File: config.mk
export PLATFORM = sky130hd
export DESIGN_NAME = input_debounce
export DESIGN_NICKNAME = d
export VERILOG_FILES = /design/src/rtl/input_debounce.sv
export SDC_FILE = /design/constraint.sdc
export NUM_CORES = 1
export LEC_CHECK = 0
export ABC_AREA = 1
export CAP_MARGIN = 30
export CORE_ASPECT_RATIO = 0.6
export CORE_UTILIZATION = 40
export DETAILED_ROUTE_END_ITERATION = 8
export MAX_ROUTING_LAYER = met4
export PLACE_DENSITY = 0.62
export SETUP_SLACK_MARGIN = 0.3
export SLEW_MARGIN = 20
export SYNTH_ARGS = -nofsm -noshare
export SYNTH_HDL_FRONTEND = slang
export SYNTH_SLANG_ARGS = --single-unit
export TNS_END_PERCENT = 50
File: constraint.sdc
create_clock -name clk -period 1.5 [get_ports clk]
set_input_delay 0.3 -clock clk [delete_from_list [all_inputs] [get_ports clk]]
set_output_delay 0.3 -clock clk [all_outputs]
set_load 0.01 [all_outputs]
File: src/rtl/input_debounce.sv
`timescale 1ns / 1ps
// input_debounce
//   Synchronises a raw asynchronous pin into clk, requires a new level to persist for DEBOUNCE
//   consecutive cycles before accepting it, and presents a clean level with single-cycle
//   rise/fall strobes. Rejected transitions are counted in a saturating diagnostic counter.
//
// Ports
//   clk          in   system clock
//   rst_n        in   synchronous active-low reset
//   din          in   raw asynchronous pin
//   glitch_clr   in   synchronous clear of glitch_count (wins over a same-cycle glitch)
//   dout         out  debounced level (registered)
//   rise         out  one-cycle strobe in the cycle dout shows 0->1
//   fall         out  one-cycle strobe in the cycle dout shows 1->0
//   glitch_count out  saturating count of rejected transitions
module input_debounce #(
    parameter int unsigned SYNC_STAGES = 2,
    parameter int unsigned DEBOUNCE    = 16,
    parameter bit          INVERT      = 1'b0,
    parameter bit          RESET_LEVEL = 1'b0,
    parameter int unsigned GLITCH_W    = 8
) (
    input  logic                clk,
    input  logic                rst_n,
    input  logic                din,
    input  logic                glitch_clr,
    output logic                dout,
    output logic                rise,
    output logic                fall,
    output logic [GLITCH_W-1:0] glitch_count
);

    localparam int unsigned                CntW      = $clog2(DEBOUNCE + 1);
    localparam logic [CntW-1:0]            CntLast   = CntW'(DEBOUNCE - 1);
    // The synchroniser holds the raw-pin polarity, so it resets to the pre-inversion level.
    localparam logic [SYNC_STAGES-1:0]     SyncReset = {SYNC_STAGES{RESET_LEVEL ^ INVERT}};

    logic [SYNC_STAGES-1:0] sync_q, sync_d;
    logic [CntW-1:0]        cnt_q, cnt_d;
    logic                   dout_q, dout_d;
    logic                   rise_q, rise_d;
    logic                   fall_q, fall_d;
    logic [GLITCH_W-1:0]    glitch_q, glitch_d;

    logic s;
    logic accept;
    logic glitch;

    assign s = sync_q[SYNC_STAGES-1] ^ INVERT;

    always_comb begin
        sync_d   = {sync_q[SYNC_STAGES-2:0], din};
        cnt_d    = cnt_q;
        dout_d   = dout_q;
        accept   = 1'b0;
        glitch   = 1'b0;
        glitch_d = glitch_q;

        if (cnt_q == '0) begin
            // Stable: a differing level starts qualification (or is taken at once for DEBOUNCE=1).
            if (s != dout_q) begin
                if (DEBOUNCE == 1) begin
                    accept = 1'b1;
                end else begin
                    cnt_d = CntW'(1);
                end
            end
        end else if (s == dout_q) begin
            // Level fell back before qualifying: reject and count it.
            glitch = 1'b1;
            cnt_d  = '0;
        end else if (cnt_q == CntLast) begin
            accept = 1'b1;
            cnt_d  = '0;
        end else begin
            cnt_d = cnt_q + 1'b1;
        end

        if (accept) begin
            dout_d = s;
        end
        rise_d = accept & s;
        fall_d = accept & ~s;

        if (glitch_clr) begin
            glitch_d = '0;
        end else if (glitch && (glitch_q != '1)) begin
            glitch_d = glitch_q + 1'b1;
        end
    end

    always_ff @(posedge clk) begin
        if (!rst_n) begin
            sync_q   <= SyncReset;
            cnt_q    <= '0;
            dout_q   <= RESET_LEVEL;
            rise_q   <= 1'b0;
            fall_q   <= 1'b0;
            glitch_q <= '0;
        end else begin
            sync_q   <= sync_d;
            cnt_q    <= cnt_d;
            dout_q   <= dout_d;
            rise_q   <= rise_d;
            fall_q   <= fall_d;
            glitch_q <= glitch_d;
        end
    end

    assign dout         = dout_q;
    assign rise         = rise_q;
    assign fall         = fall_q;
    assign glitch_count = glitch_q;

endmodule

==> impl_summary.log, run 1 <==
[metrics] result of the run: complete, no violations
[metrics] sequential group share of total power: 50.3%
[metrics] largest fanout on the critical path: 8
[metrics] die boundary width: 66.1 um
[metrics] instance count of the mapped netlist: 143
[metrics] M2 GR Usage: 28.3%
[metrics] first-pass GRT wire length: 3640 um
[metrics] pwr dens: 699 mW/mm2
[metrics] Post-DP HPWL: 1660 um
[metrics] worst slew pin tran: 305 ps
[metrics] Unique masters post-synth: 23
[metrics] Netlist Area Pre-Place: 986 um2
[metrics] setup violators final: 0
[metrics] average detailed-routed wire length per instance: 12.5 um
[metrics] Max rail drop VDD: 0.000529 V
[metrics] final hold violations: 0
[metrics] TritonCTS Buffers: 3
[metrics] Inserted Diodes: 0
[metrics] unrepaired setup endpoints after global routing: yes
[metrics] Post-CTS Hold Fix Bufs: 0
[metrics] Worst EP arrival: 1450 ps
[metrics] placer congestion estimate: 0.764
[metrics] Avg Synthesized Cell Area: 6.89 um2
[metrics] Clk pwr share: 42.6%
[metrics] met1 usage: 27.6%
[metrics] clock slew at reported path FFs: 70 ps
[metrics] global-route met3 utilization: 6.82%
[metrics] max-slew violation total from the final report: 0
[metrics] endpoint class of the critical path: register
[metrics] Yosys Warn Count: 0
[metrics] number of design rule violations left after detail routing: 0
[metrics] total wire length after detailed routing: 2490 um
[metrics] number of register bits inferred by synthesis: 18
[metrics] Die Outline Area: 0.00267 mm2
[metrics] floorplan die height: 40.5 um
[metrics] critical path class: reg2reg
[metrics] minimum period implied by the final worst setup slack: 1270 ps
[metrics] clock network latency to the later pin of the worst-skew pair: 260 ps
[metrics] root buffer cell: sky130_fd_sc_hd__clkbuf_8
[metrics] initial core utilization: 43.9%
[metrics] max-capacitance violation count: 0
[metrics] combinational group share of total power: 7.1%
[metrics] antenna violations before repair: 0
[metrics] overall fraction of global-route tracks in use: 20.2%
[metrics] antenna-violating nets left: 0
[metrics] initial drt markers: 93
[metrics] net switching fraction of the power: 23.1%
[metrics] internal power contribution: 738 uW
[metrics] number of search-and-repair iterations in the first detailed-routing pass: 4
[metrics] post-layout utilization of the core: 61.2%
[metrics] # IOs: 15
[metrics] relative area change from synthesis to final layout: 39.3%
[metrics] sink count of the clock tree: 18
[metrics] via count: 1012
[metrics] clock tree from TritonCTS: built
[metrics] Static Leakage: 0.576 nW
[metrics] final total negative setup slack: 0 ps
[metrics] portion of the post-synthesis area used by sequential elements: 36.5%
[metrics] peak-usage layer in the global routing report: met2
[metrics] clk_skew: 5.89 ps
[metrics] Avg Vias per Cell: 5.09
[metrics] critical path launch point type: register
[metrics] final period utilization: 84.5%
[metrics] area of the core region: 0.00224 mm2
[metrics] maximum number of pins on one net before global-route repair: 11
[metrics] CTS HTree Levels: 1
[metrics] std cell rows: 13
[metrics] net count after synthesis: 150
[metrics] total of buffers placed on input and output ports: 14
[metrics] fraction of layout instances using a drive strength above 1: 32.5%
[metrics] residual overflow from global routing: 0
[metrics] path class of the lowest-slack min-delay path: reg2reg
[metrics] maximum clock rate: 0.789 GHz
[metrics] maximum count of clock buffers along a single path: 2
[metrics] number of nets in the finished design: 177
[metrics] Switch Pwr: 222 uW
[metrics] number of global-route vias before repair: 787
[metrics] required time of the critical path: 1690 ps
[metrics] worst rel slew slack: 79.6%
## power by group through the flow
stage / Sequential, mW / Combinational [mW] / Clock, mW
finish: 0.483 / 0.0681 / 0.409
CTS: 0.487 / 0.0576 / 0.416
floorplan: 0.497 / 0.0354 / 0
global placement: 0.498 / 0.0567 / 0
detailed placement: 0.498 / 0.0572 / 0
global route: 0.483 / 0.0750 / 0.434
## worst max-delay path, cell delays in order, from the launching register on
cell and delay, ps:
sky130_fd_sc_hd__dfxtp_4 360, sky130_fd_sc_hd__inv_2 70, sky130_fd_sc_hd__ha_4 140, sky130_fd_sc_hd__inv_2 30, sky130_fd_sc_hd__nor2_2 130, sky130_fd_sc_hd__nand2_4 90
sky130_fd_sc_hd__nand3_4 130, sky130_fd_sc_hd__nand2_2 70, sky130_fd_sc_hd__a21oi_2 150
## metal layers
| layer | wire, um | vias to the layer above |
|---|---|---|
| met5 | 0 | - |
| met4 | 19 | 0 |
| met3 | 170 | 4 |
| met2 | 1070 | 31 |
| met1 | 1230 | 477 |
| li1 | - | 500 |
## cell type report
type	instances	area, um2
fillers	211	871
multi-input cells	101	608
flip-flops and latches	18	383
repair buffers	23	201
inverters	23	88.8
clock buffers	4	55.1
well taps	30	37.5
## cells in the final DEF (no fill, tap or decap), types with 2 or more instances in the layout
| master | instances |
|---|---|
| sky130_fd_sc_hd__nor2_1 | 11 |
| sky130_fd_sc_hd__buf_4 | 9 |
| sky130_fd_sc_hd__clkbuf_8 | 4 |
| sky130_fd_sc_hd__a21oi_1 | 6 |
| sky130_fd_sc_hd__o21ai_1 | 2 |
| sky130_fd_sc_hd__nor4_1 | 3 |
| sky130_fd_sc_hd__xor2_1 | 2 |
| sky130_fd_sc_hd__inv_1 | 17 |
| sky130_fd_sc_hd__dfxtp_1 | 8 |
| sky130_fd_sc_hd__dlygate4sd2_1 | 6 |
| sky130_fd_sc_hd__dfxtp_2 | 6 |
| sky130_fd_sc_hd__nor2_2 | 4 |
| sky130_fd_sc_hd__clkdlybuf4s15_1 | 4 |
| sky130_fd_sc_hd__nand2_1 | 36 |
| sky130_fd_sc_hd__nand2_4 | 4 |
| sky130_fd_sc_hd__nand2_2 | 7 |
| sky130_fd_sc_hd__nand3_1 | 8 |
| sky130_fd_sc_hd__nand4_1 | 3 |
| sky130_fd_sc_hd__nor2_4 | 2 |
| sky130_fd_sc_hd__a21oi_2 | 3 |
| sky130_fd_sc_hd__clkdlybuf4s50_1 | 3 |
| sky130_fd_sc_hd__dfxtp_4 | 4 |
| sky130_fd_sc_hd__inv_2 | 5 |
| sky130_fd_sc_hd__ha_4 | 3 |
| sky130_fd_sc_hd__o21ai_0 | 2 |
## synthesized netlist by cell type
| master | n | area [um2] |
|---|---|---|
| sky130_fd_sc_hd__nand4_1 | 3 | 18.8 |
| sky130_fd_sc_hd__nand2_2 | 4 | 25.0 |
| sky130_fd_sc_hd__nand3b_1 | 1 | 7.51 |
| sky130_fd_sc_hd__nor3_1 | 1 | 5.00 |
| sky130_fd_sc_hd__nand2_1 | 40 | 150 |
| sky130_fd_sc_hd__nand2_4 | 3 | 33.8 |
| sky130_fd_sc_hd__xor2_1 | 2 | 17.5 |
| sky130_fd_sc_hd__ha_1 | 3 | 37.5 |
| sky130_fd_sc_hd__dfxtp_1 | 18 | 360 |
| sky130_fd_sc_hd__o21ai_0 | 3 | 15.0 |
| sky130_fd_sc_hd__a21oi_1 | 9 | 45.0 |
| sky130_fd_sc_hd__nor2_2 | 2 | 12.5 |
| sky130_fd_sc_hd__inv_2 | 2 | 7.51 |
| sky130_fd_sc_hd__nor2_1 | 13 | 48.8 |
| sky130_fd_sc_hd__o21ai_1 | 1 | 5.00 |
| sky130_fd_sc_hd__buf_2 | 1 | 5.00 |
| sky130_fd_sc_hd__nor2_4 | 2 | 22.5 |
| sky130_fd_sc_hd__inv_1 | 20 | 75.1 |
| sky130_fd_sc_hd__nor4_1 | 3 | 18.8 |
| sky130_fd_sc_hd__nand3_4 | 1 | 17.5 |
| sky130_fd_sc_hd__nand3_1 | 9 | 45.0 |
| sky130_fd_sc_hd__clkinv_1 | 1 | 3.75 |
| sky130_fd_sc_hd__xnor2_1 | 1 | 8.76 |
## worst paths after layout
check / from / endpoint / slack (ps) / depth (start not counted)
min reg2reg: sync_q[0] / sync_q[1] / 420 / 2
min: sync_q[0] / sync_q[1] / 420 / 2
max reg2reg: cnt_q[1] / glitch_count[2] / 230 / 8
max: cnt_q[1] / glitch_count[2] / 230 / 8
## through the flow
stage	setup slack, ps	instances	area, um2	hold slack (ps)	power [mW]
CTS	123	193	1240	428	0.960
finish	233	199	1370	420	0.960
global route	190	199	1370	443	0.992
floorplan	318	143	991	390	0.533
global placement	118	189	1190	394	0.554
detailed placement	95.0	189	1190	412	0.555
## flip-flops by register name, summed over array words and instances (netlist names)
signal        count
cnt_q             5
sync_q            2
dout              1
rise              1
glitch_count      8
fall              1
## timing repair
| item | in CTS | in global routing |
|---|---|---|
| resized for setup | 23 | 28 |
| setup endpoints to repair | 23 | 23 |
| pin swaps | 0 | 15 |
| buffers inserted | 0 | 6 |
## cell families after synthesis
| group | share of synthesized area [%] |
|---|---|
| AND/OR/NAND/NOR | 41.1 |
| buffers and inverters | 9.26 |
| flip-flops | 36.5 |
| AO/OA/AOI/OAI | 6.60 |
| XOR/XNOR | 2.67 |
| adder cells (fa/ha/maj) | 3.81 |
Note: power is estimated with default switching activity, not from simulation.
==> run 2, diff against run 1 <==
--- a/config.mk
+++ b/config.mk
@@ -11,7 +11,7 @@
 export CORE_UTILIZATION = 40
 export DETAILED_ROUTE_END_ITERATION = 8
 export MAX_ROUTING_LAYER = met4
-export PLACE_DENSITY = 0.62
+export PLACE_DENSITY = 0.64
 export SETUP_SLACK_MARGIN = 0.3
 export SLEW_MARGIN = 20
 export SYNTH_ARGS = -nofsm -noshare
==> constraint.sdc (replaced) <==
create_clock -name clk -period 1 [get_ports clk]
set_input_delay 0.2 -clock clk [delete_from_list [all_inputs] [get_ports clk]]
set_output_delay 0.2 -clock clk [all_outputs]
set_load 0.01 [all_outputs]
==> run 2 against run 1 <==
Against the previous run: the flow now finishes with violations (negative setup slack); highest routed layer unchanged; critical path depth grew 1; critical endpoint is now glitch_count[1]; total power increased by 51%; critical path type unchanged; core utilization is 9.5 points higher.
==> impl_summary.log, run 2 (synthesis gave the netlist of run 1 again) <==
[metrics] result of the run: complete, but fails checks
[metrics] failing checks: negative setup slack
[metrics] root buffer cell: sky130_fd_sc_hd__clkbuf_8
[metrics] worst slew pin tran: 243 ps
[metrics] maximum number of pins on one net before global-route repair: 11
[metrics] post-route cell area: 0.00159 mm2
[metrics] std cell rows: 13
[metrics] first-pass GRT wire length: 4150 um
[metrics] maximum count of clock buffers along a single path: 2
[metrics] die boundary width: 66.1 um
[metrics] required time of the critical path: 1190 ps
[metrics] max-slew violation total from the final report: 0
[metrics] clock network latency to the later pin of the worst-skew pair: 260 ps
[metrics] net switching fraction of the power: 23.1%
[metrics] Static Leakage: 0.688 nW
[metrics] CTS HTree Levels: 1
[metrics] setup violators final: 17
[metrics] minimum period implied by the final worst setup slack: 1260 ps
[metrics] commonest non-fill, non-tap cells in the layout: sky130_fd_sc_hd__nand2_1, sky130_fd_sc_hd__buf_4, sky130_fd_sc_hd__inv_1
[metrics] unrepaired setup endpoints after global routing: yes
[metrics] final critical-path setup slack: -257 ps
[metrics] number of design rule violations left after detail routing: 0
[metrics] sequential group share of total power: 49.6%
[metrics] area of the core region: 0.00224 mm2
[metrics] Inserted Diodes: 0
[metrics] via count: 1071
[metrics] hold path start: sync_q[0]
[metrics] overall fraction of global-route tracks in use: 23.2%
[metrics] clk_skew: 6.78 ps
[metrics] Register-to-Register Path Depth: 9
[metrics] residual overflow from global routing: 0
[metrics] sink count of the clock tree: 18
[metrics] launch point of the worst reg-to-reg path: cnt_q[0]
[metrics] critical path class: reg2reg
[metrics] family with the most delay on the worst path: simple AND/OR/NAND/NOR gates
[metrics] Die Outline Area: 0.00267 mm2
[metrics] reg-to-reg endpoint: glitch_count[1]
[metrics] Hold Path Cell Cnt: 2
[metrics] endpoint class of the critical path: register
[metrics] final total power: 1.45 mW
[metrics] antenna violations before repair: 0
[metrics] Hold WS: 410 ps
[metrics] Max rail drop VDD: 0.00106 V
[metrics] critical path launch point type: register
[metrics] Register-to-Register Setup Slack: -260 ps
[metrics] number of search-and-repair iterations in the first detailed-routing pass: 4
[metrics] floorplan die height: 40.5 um
[metrics] worst rel slew slack: 83.8%
[metrics] initial core utilization: 43.9%
[metrics] TritonCTS Buffers: 3
[metrics] Worst EP arrival: 1440 ps
[metrics] hold-critical path endpoint: sync_q[1]
[metrics] maximum clock rate: 0.795 GHz
[metrics] most frequent standard cell in the layout excluding fill and tap cells: sky130_fd_sc_hd__nand2_1
[metrics] Switch Pwr: 334 uW
[metrics] initial drt markers: 45
[metrics] number of nets in the finished design: 197
[metrics] Post-DP HPWL: 2110 um
[metrics] critical-path cell list: inv_4 > ha_4 > inv_2 > nor2_4 > nand2_4 > nand2_4 > nor2_4 > nand2_1 > a21oi_2
[metrics] antenna-violating nets left: 0
[metrics] number of global-route vias before repair: 875
[metrics] path class of the lowest-slack min-delay path: reg2reg
[metrics] final hold violations: 0
[metrics] number of flip-flops under the largest register name: 8
[metrics] placer congestion estimate: 0.828
[metrics] Avg Vias per Cell: 4.89
[metrics] # IOs: 15
[metrics] fraction of layout instances using a drive strength above 1: 49.2%
[metrics] final period utilization: 126%
[metrics] max-capacitance violation count: 0
[metrics] pwr dens: 910 mW/mm2
[metrics] largest fanout on the critical path: 5
[metrics] total wire length after detailed routing: 2790 um
[metrics] Clk pwr share: 42.2%
[metrics] total of buffers placed on input and output ports: 14
[metrics] CP Buf/Inv Count: 2
[metrics] Max stage delay cell, worst path: sky130_fd_sc_hd__dfxtp_4
[metrics] internal power contribution: 1.11 mW
[metrics] average detailed-routed wire length per instance: 12.7 um
[metrics] clock slew at reported path FFs: 70 ps
[metrics] total placed instance area: 0.00143 mm2
[metrics] clock tree from TritonCTS: built
[metrics] relative area change from synthesis to final layout: 61.0%
[metrics] peak per-stage delay on the critical path: 390 ps
[metrics] combinational group share of total power: 8.2%
run 2: changes by cell type in the layout (fill, tap and decap cells not counted), sizes merged:
| cell | delta |
|---|---|
| buf | +31 |
| dlygate4sd2 | -6 |
| clkdlybuf4s15 | -5 |
run 2: routing by layer:
metal | wire length (um) | vias up | global-route usage (%)
met4 | 25 | 0 | 6.38
met1 | 1370 | 508 | 31.0
met5 | 0 | - | -
met2 | 1240 | 21 | 34.2
li1 | - | 537 | -
met3 | 149 | 5 | 6.82
run 2: power by group through the flow:
stage / registers, mW / clock network, mW / logic, mW
CTS: 0.719 / 0.620 / 0.113
finish: 0.717 / 0.610 / 0.119
floorplan: 0.740 / 0 / 0.0590
global route: 0.717 / 0.657 / 0.130
global placement: 0.741 / 0 / 0.104
detailed placement: 0.742 / 0 / 0.107
run 2: what timing repair did:
item | in CTS | in global routing
hold buffers | 0 | 0
setup buffers | 2 | 0
endpoints found under the setup margin | 29 | 29
gates resized for setup | 72 | 11
pin swaps | 6 | 2
run 2: cell type report:
type | instances | area [um2]
timing repair buffer | 43 | 367
clock buffer | 4 | 55.1
tap | 30 | 37.5
inverter | 23 | 91.3
fill | 175 | 657
multi-input combinational | 101 | 644
sequential | 18 | 393
run 2: worst max-delay path by stage:
stage / from / end / slack, ps / cells past startpoint
after CTS: cnt_q[0] / glitch_count[1] / -240 / 9
final: cnt_q[0] / glitch_count[1] / -260 / 9
after floorplan: cnt_q[0] / glitch_count[1] / -110 / 9
after global routing: cnt_q[0] / glitch_count[2] / -310 / 8
after global placement: rst_n / glitch_count[1] / -250 / 5
after detailed placement: rst_n / glitch_count[3] / -260 / 5
run 2: per-stage QoR:
step	cells	setup slack (ps)	TNS, ps	utilization [%]
floorplan	143	-111	-1050	-
global placement	213	-248	-3840	63.5
global route	219	-307	-3920	70.7
detailed placement	213	-263	-4190	63.5
finish	219	-257	-2930	70.7
CTS	219	-242	-2710	69.2
run 2: worst min-delay path, delay by kind of cell (launching register included):
kind,cells,cell delay (ps)
buffers and inverters,1,30
flip-flops,1,300
AND/OR/NAND/NOR,1,50
==> run 3, diff against run 2 <==
--- a/config.mk
+++ b/config.mk
@@ -7,11 +7,10 @@
 export LEC_CHECK = 0
 export ABC_AREA = 1
 export CAP_MARGIN = 30
-export CORE_ASPECT_RATIO = 0.6
-export CORE_UTILIZATION = 40
+export CORE_UTILIZATION = 47
 export DETAILED_ROUTE_END_ITERATION = 8
 export MAX_ROUTING_LAYER = met4
-export PLACE_DENSITY = 0.64
+export PLACE_DENSITY = 0.74
 export SETUP_SLACK_MARGIN = 0.3
 export SLEW_MARGIN = 20
 export SYNTH_ARGS = -nofsm -noshare
==> run 3 against run 2 <==
Against the previous run: the flow still finishes with violations (negative setup slack); clock-buffer cell count unchanged; register-to-register slack got worse by 30 ps; fmax decreased by 2.6%; first-iteration DRC count decreased by 40%; total power decreased by 10%; global-route usage increased by 2.9 points; critical endpoint is now glitch_count[7]; clock skew increased by 6.5 ps; clock power decreased by 24%; critical path type unchanged; cell area decreased by 3.4%; sequential power about the same.
==> impl_summary.log, run 3 (synthesis gave the netlist of run 1 again) <==
[metrics] residual overflow from global routing: 0
[metrics] fillers: 153
[metrics] clock slew at reported path FFs: 110 ps
[metrics] total wire length after detailed routing: 2620 um
[metrics] area of the core region: 0.00196 mm2
[metrics] failing checks: negative setup slack
[metrics] number of search-and-repair iterations in the first detailed-routing pass: 4
[metrics] required time of the critical path: 1240 ps
[metrics] multi-input combinational cell area: 629 um2
[metrics] most frequent standard cell in the layout excluding fill and tap cells: sky130_fd_sc_hd__nand2_1
[metrics] internal power contribution: 982 uW
[metrics] combinational group share of total power: 9.1%
[metrics] pwr dens: 847 mW/mm2
[metrics] clock tree from TritonCTS: built
[metrics] critical path launch point type: register
[metrics] via count: 1068
[metrics] unrepaired setup endpoints after global routing: yes
[metrics] std cell rows: 16
[metrics] Inserted Diodes: 0
[metrics] final period utilization: 129%
[metrics] result of the run: complete, but fails checks
[metrics] register area: 393 um2
[metrics] maximum clock rate: 0.775 GHz
[metrics] number of global-route vias before repair: 937
[metrics] root buffer cell: sky130_fd_sc_hd__clkbuf_4
[metrics] clk_skew: 13.3 ps
[metrics] critical path class: reg2reg
[metrics] worst rel slew slack: 82.8%
[metrics] Static Leakage: 0.683 nW
[metrics] number of nets in the finished design: 194
[metrics] die boundary width: 47.8 um
[metrics] total of buffers placed on input and output ports: 14
[metrics] worst slew pin tran: 258 ps
[metrics] Clk pwr share: 35.9%
[metrics] overall fraction of global-route tracks in use: 26.2%
[metrics] commonest non-fill, non-tap cells in the layout: sky130_fd_sc_hd__nand2_1, sky130_fd_sc_hd__buf_4, sky130_fd_sc_hd__inv_1
[metrics] path class of the lowest-slack min-delay path: in2reg
[metrics] TritonCTS Buffers: 3
[metrics] first-pass GRT wire length: 3960 um
[metrics] average detailed-routed wire length per instance: 12.3 um
[metrics] max-capacitance violation count: 0
[metrics] relative area change from synthesis to final layout: 55.6%
[metrics] max-slew violation total from the final report: 0
[metrics] maximum count of clock buffers along a single path: 2
[metrics] largest fanout on the critical path: 5
[metrics] final total power: 1.30 mW
[metrics] launch point of the critical path: cnt_q[0]
[metrics] fraction of layout instances using a drive strength above 1: 45.7%
[metrics] minimum period implied by the final worst setup slack: 1290 ps
[metrics] launch point of the worst reg-to-reg path: cnt_q[0]
[metrics] sink count of the clock tree: 18
[metrics] setup violators final: 22
[metrics] final total negative setup slack: -2950 ps
[metrics] number of design rule violations left after detail routing: 0
[metrics] antenna violations before repair: 0
[metrics] initial core utilization: 50.3%
[metrics] clock network latency to the later pin of the worst-skew pair: 310 ps
[metrics] Die Outline Area: 0.00228 mm2
[metrics] endpoint class of the critical path: register
[metrics] net switching fraction of the power: 24.4%
[metrics] initial drt markers: 27
[metrics] total placed instance area: 0.00141 mm2
[metrics] Max rail drop VDD: 0.00110 V
[metrics] placer congestion estimate: 0.772
[metrics] Avg Vias per Cell: 5.01
[metrics] hold path start: rst_n
[metrics] Worst EP arrival: 1530 ps
[metrics] # IOs: 15
[metrics] sequential group share of total power: 55.0%
[metrics] maximum number of pins on one net before global-route repair: 11
[metrics] CTS HTree Levels: 1
[metrics] final critical-path setup slack: -290 ps
[metrics] Post-DP HPWL: 1870 um
[metrics] floorplan die height: 47.8 um
[metrics] antenna-violating nets left: 0
[metrics] post-route cell area: 0.00153 mm2
[metrics] number of flip-flops under the largest register name: 8
[metrics] final hold violations: 0
[metrics] Switch Pwr: 317 uW
==> run 3: changes by cell type in the layout (fill, tap and decap cells not counted), sizes merged <==
cell | before | now
clkdlybuf4s50 | 3 | 2
buf | 40 | 35
inv | 23 | 22
clkinv | 0 | 1
dlymetal6s2s | 0 | 1
clkdlybuf4s15 | 0 | 2
==> run 3: final timing paths <==
check / endpoint / slack [ps] / cells past startpoint
min reg2reg: sync_q[1] / 410 / 2
min: cnt_q[2] / 230 / 3
max reg2reg: glitch_count[7] / -290 / 9
max: glitch_count[7] / -290 / 9
==> run 3: critical path, cell delays in order (launching register included) <==
cell and delay (ps):
sky130_fd_sc_hd__dfxtp_4 400, sky130_fd_sc_hd__inv_4 40, sky130_fd_sc_hd__ha_4 160, sky130_fd_sc_hd__inv_4 50, sky130_fd_sc_hd__nor2_4 40, sky130_fd_sc_hd__nand2_4 80
sky130_fd_sc_hd__nand2_4 70, sky130_fd_sc_hd__nor2_4 160, sky130_fd_sc_hd__nand2_1 90, sky130_fd_sc_hd__a21oi_2 130
==> run 3: timing repair <==
item                                    in CTS  in global routing
endpoints found under the setup margin      27                 29
buffers inserted                             1                  0
pin swaps                                    6                  4
resized for setup                           65                 12
gates cloned                                 0                  0
hold buffers                                 0                  0
==> run 3: stage by stage <==
| stage | util (%) | cells | hold WS [ps] | worst slack, ps |
|---|---|---|---|---|
| global route | 78.2 | 213 | 250 | -339 |
| global placement | 71.7 | 208 | 402 | -224 |
| detailed placement | 71.7 | 208 | 410 | -256 |
| CTS | 76.1 | 213 | 413 | -269 |
| finish | 78.2 | 213 | 227 | -290 |
| floorplan | - | 143 | 293 | -111 |
==> run 3: power by group through the flow <==
| stage | Combinational, mW | Clock (mW) | Sequential (mW) |
|---|---|---|---|
| after global placement | 0.106 | 0 | 0.740 |
| after floorplan | 0.0590 | 0 | 0.740 |
| final | 0.118 | 0.466 | 0.715 |
| after global routing | 0.130 | 0.489 | 0.716 |
| after CTS | 0.111 | 0.474 | 0.720 |
| after detailed placement | 0.108 | 0 | 0.740 |
==> run 3: per-layer routing <==
layer  GRT usage [%]  vias up  wire [um]
li1                -      535          -
met2            43.2       35       1340
met3            2.64        7        130
met4            12.2        0         54
met5               -        -          0
met1            31.8      491       1100
==> run 3: final cells by class <==
cell class,instances,share of cell area (%)
Clock buffer,4,2.37
Multi-Input combinational cell,101,41.0
Timing Repair Buffer,40,22.8
Sequential cell,18,25.6
Inverter,23,6.04
Tap cell,27,2.20
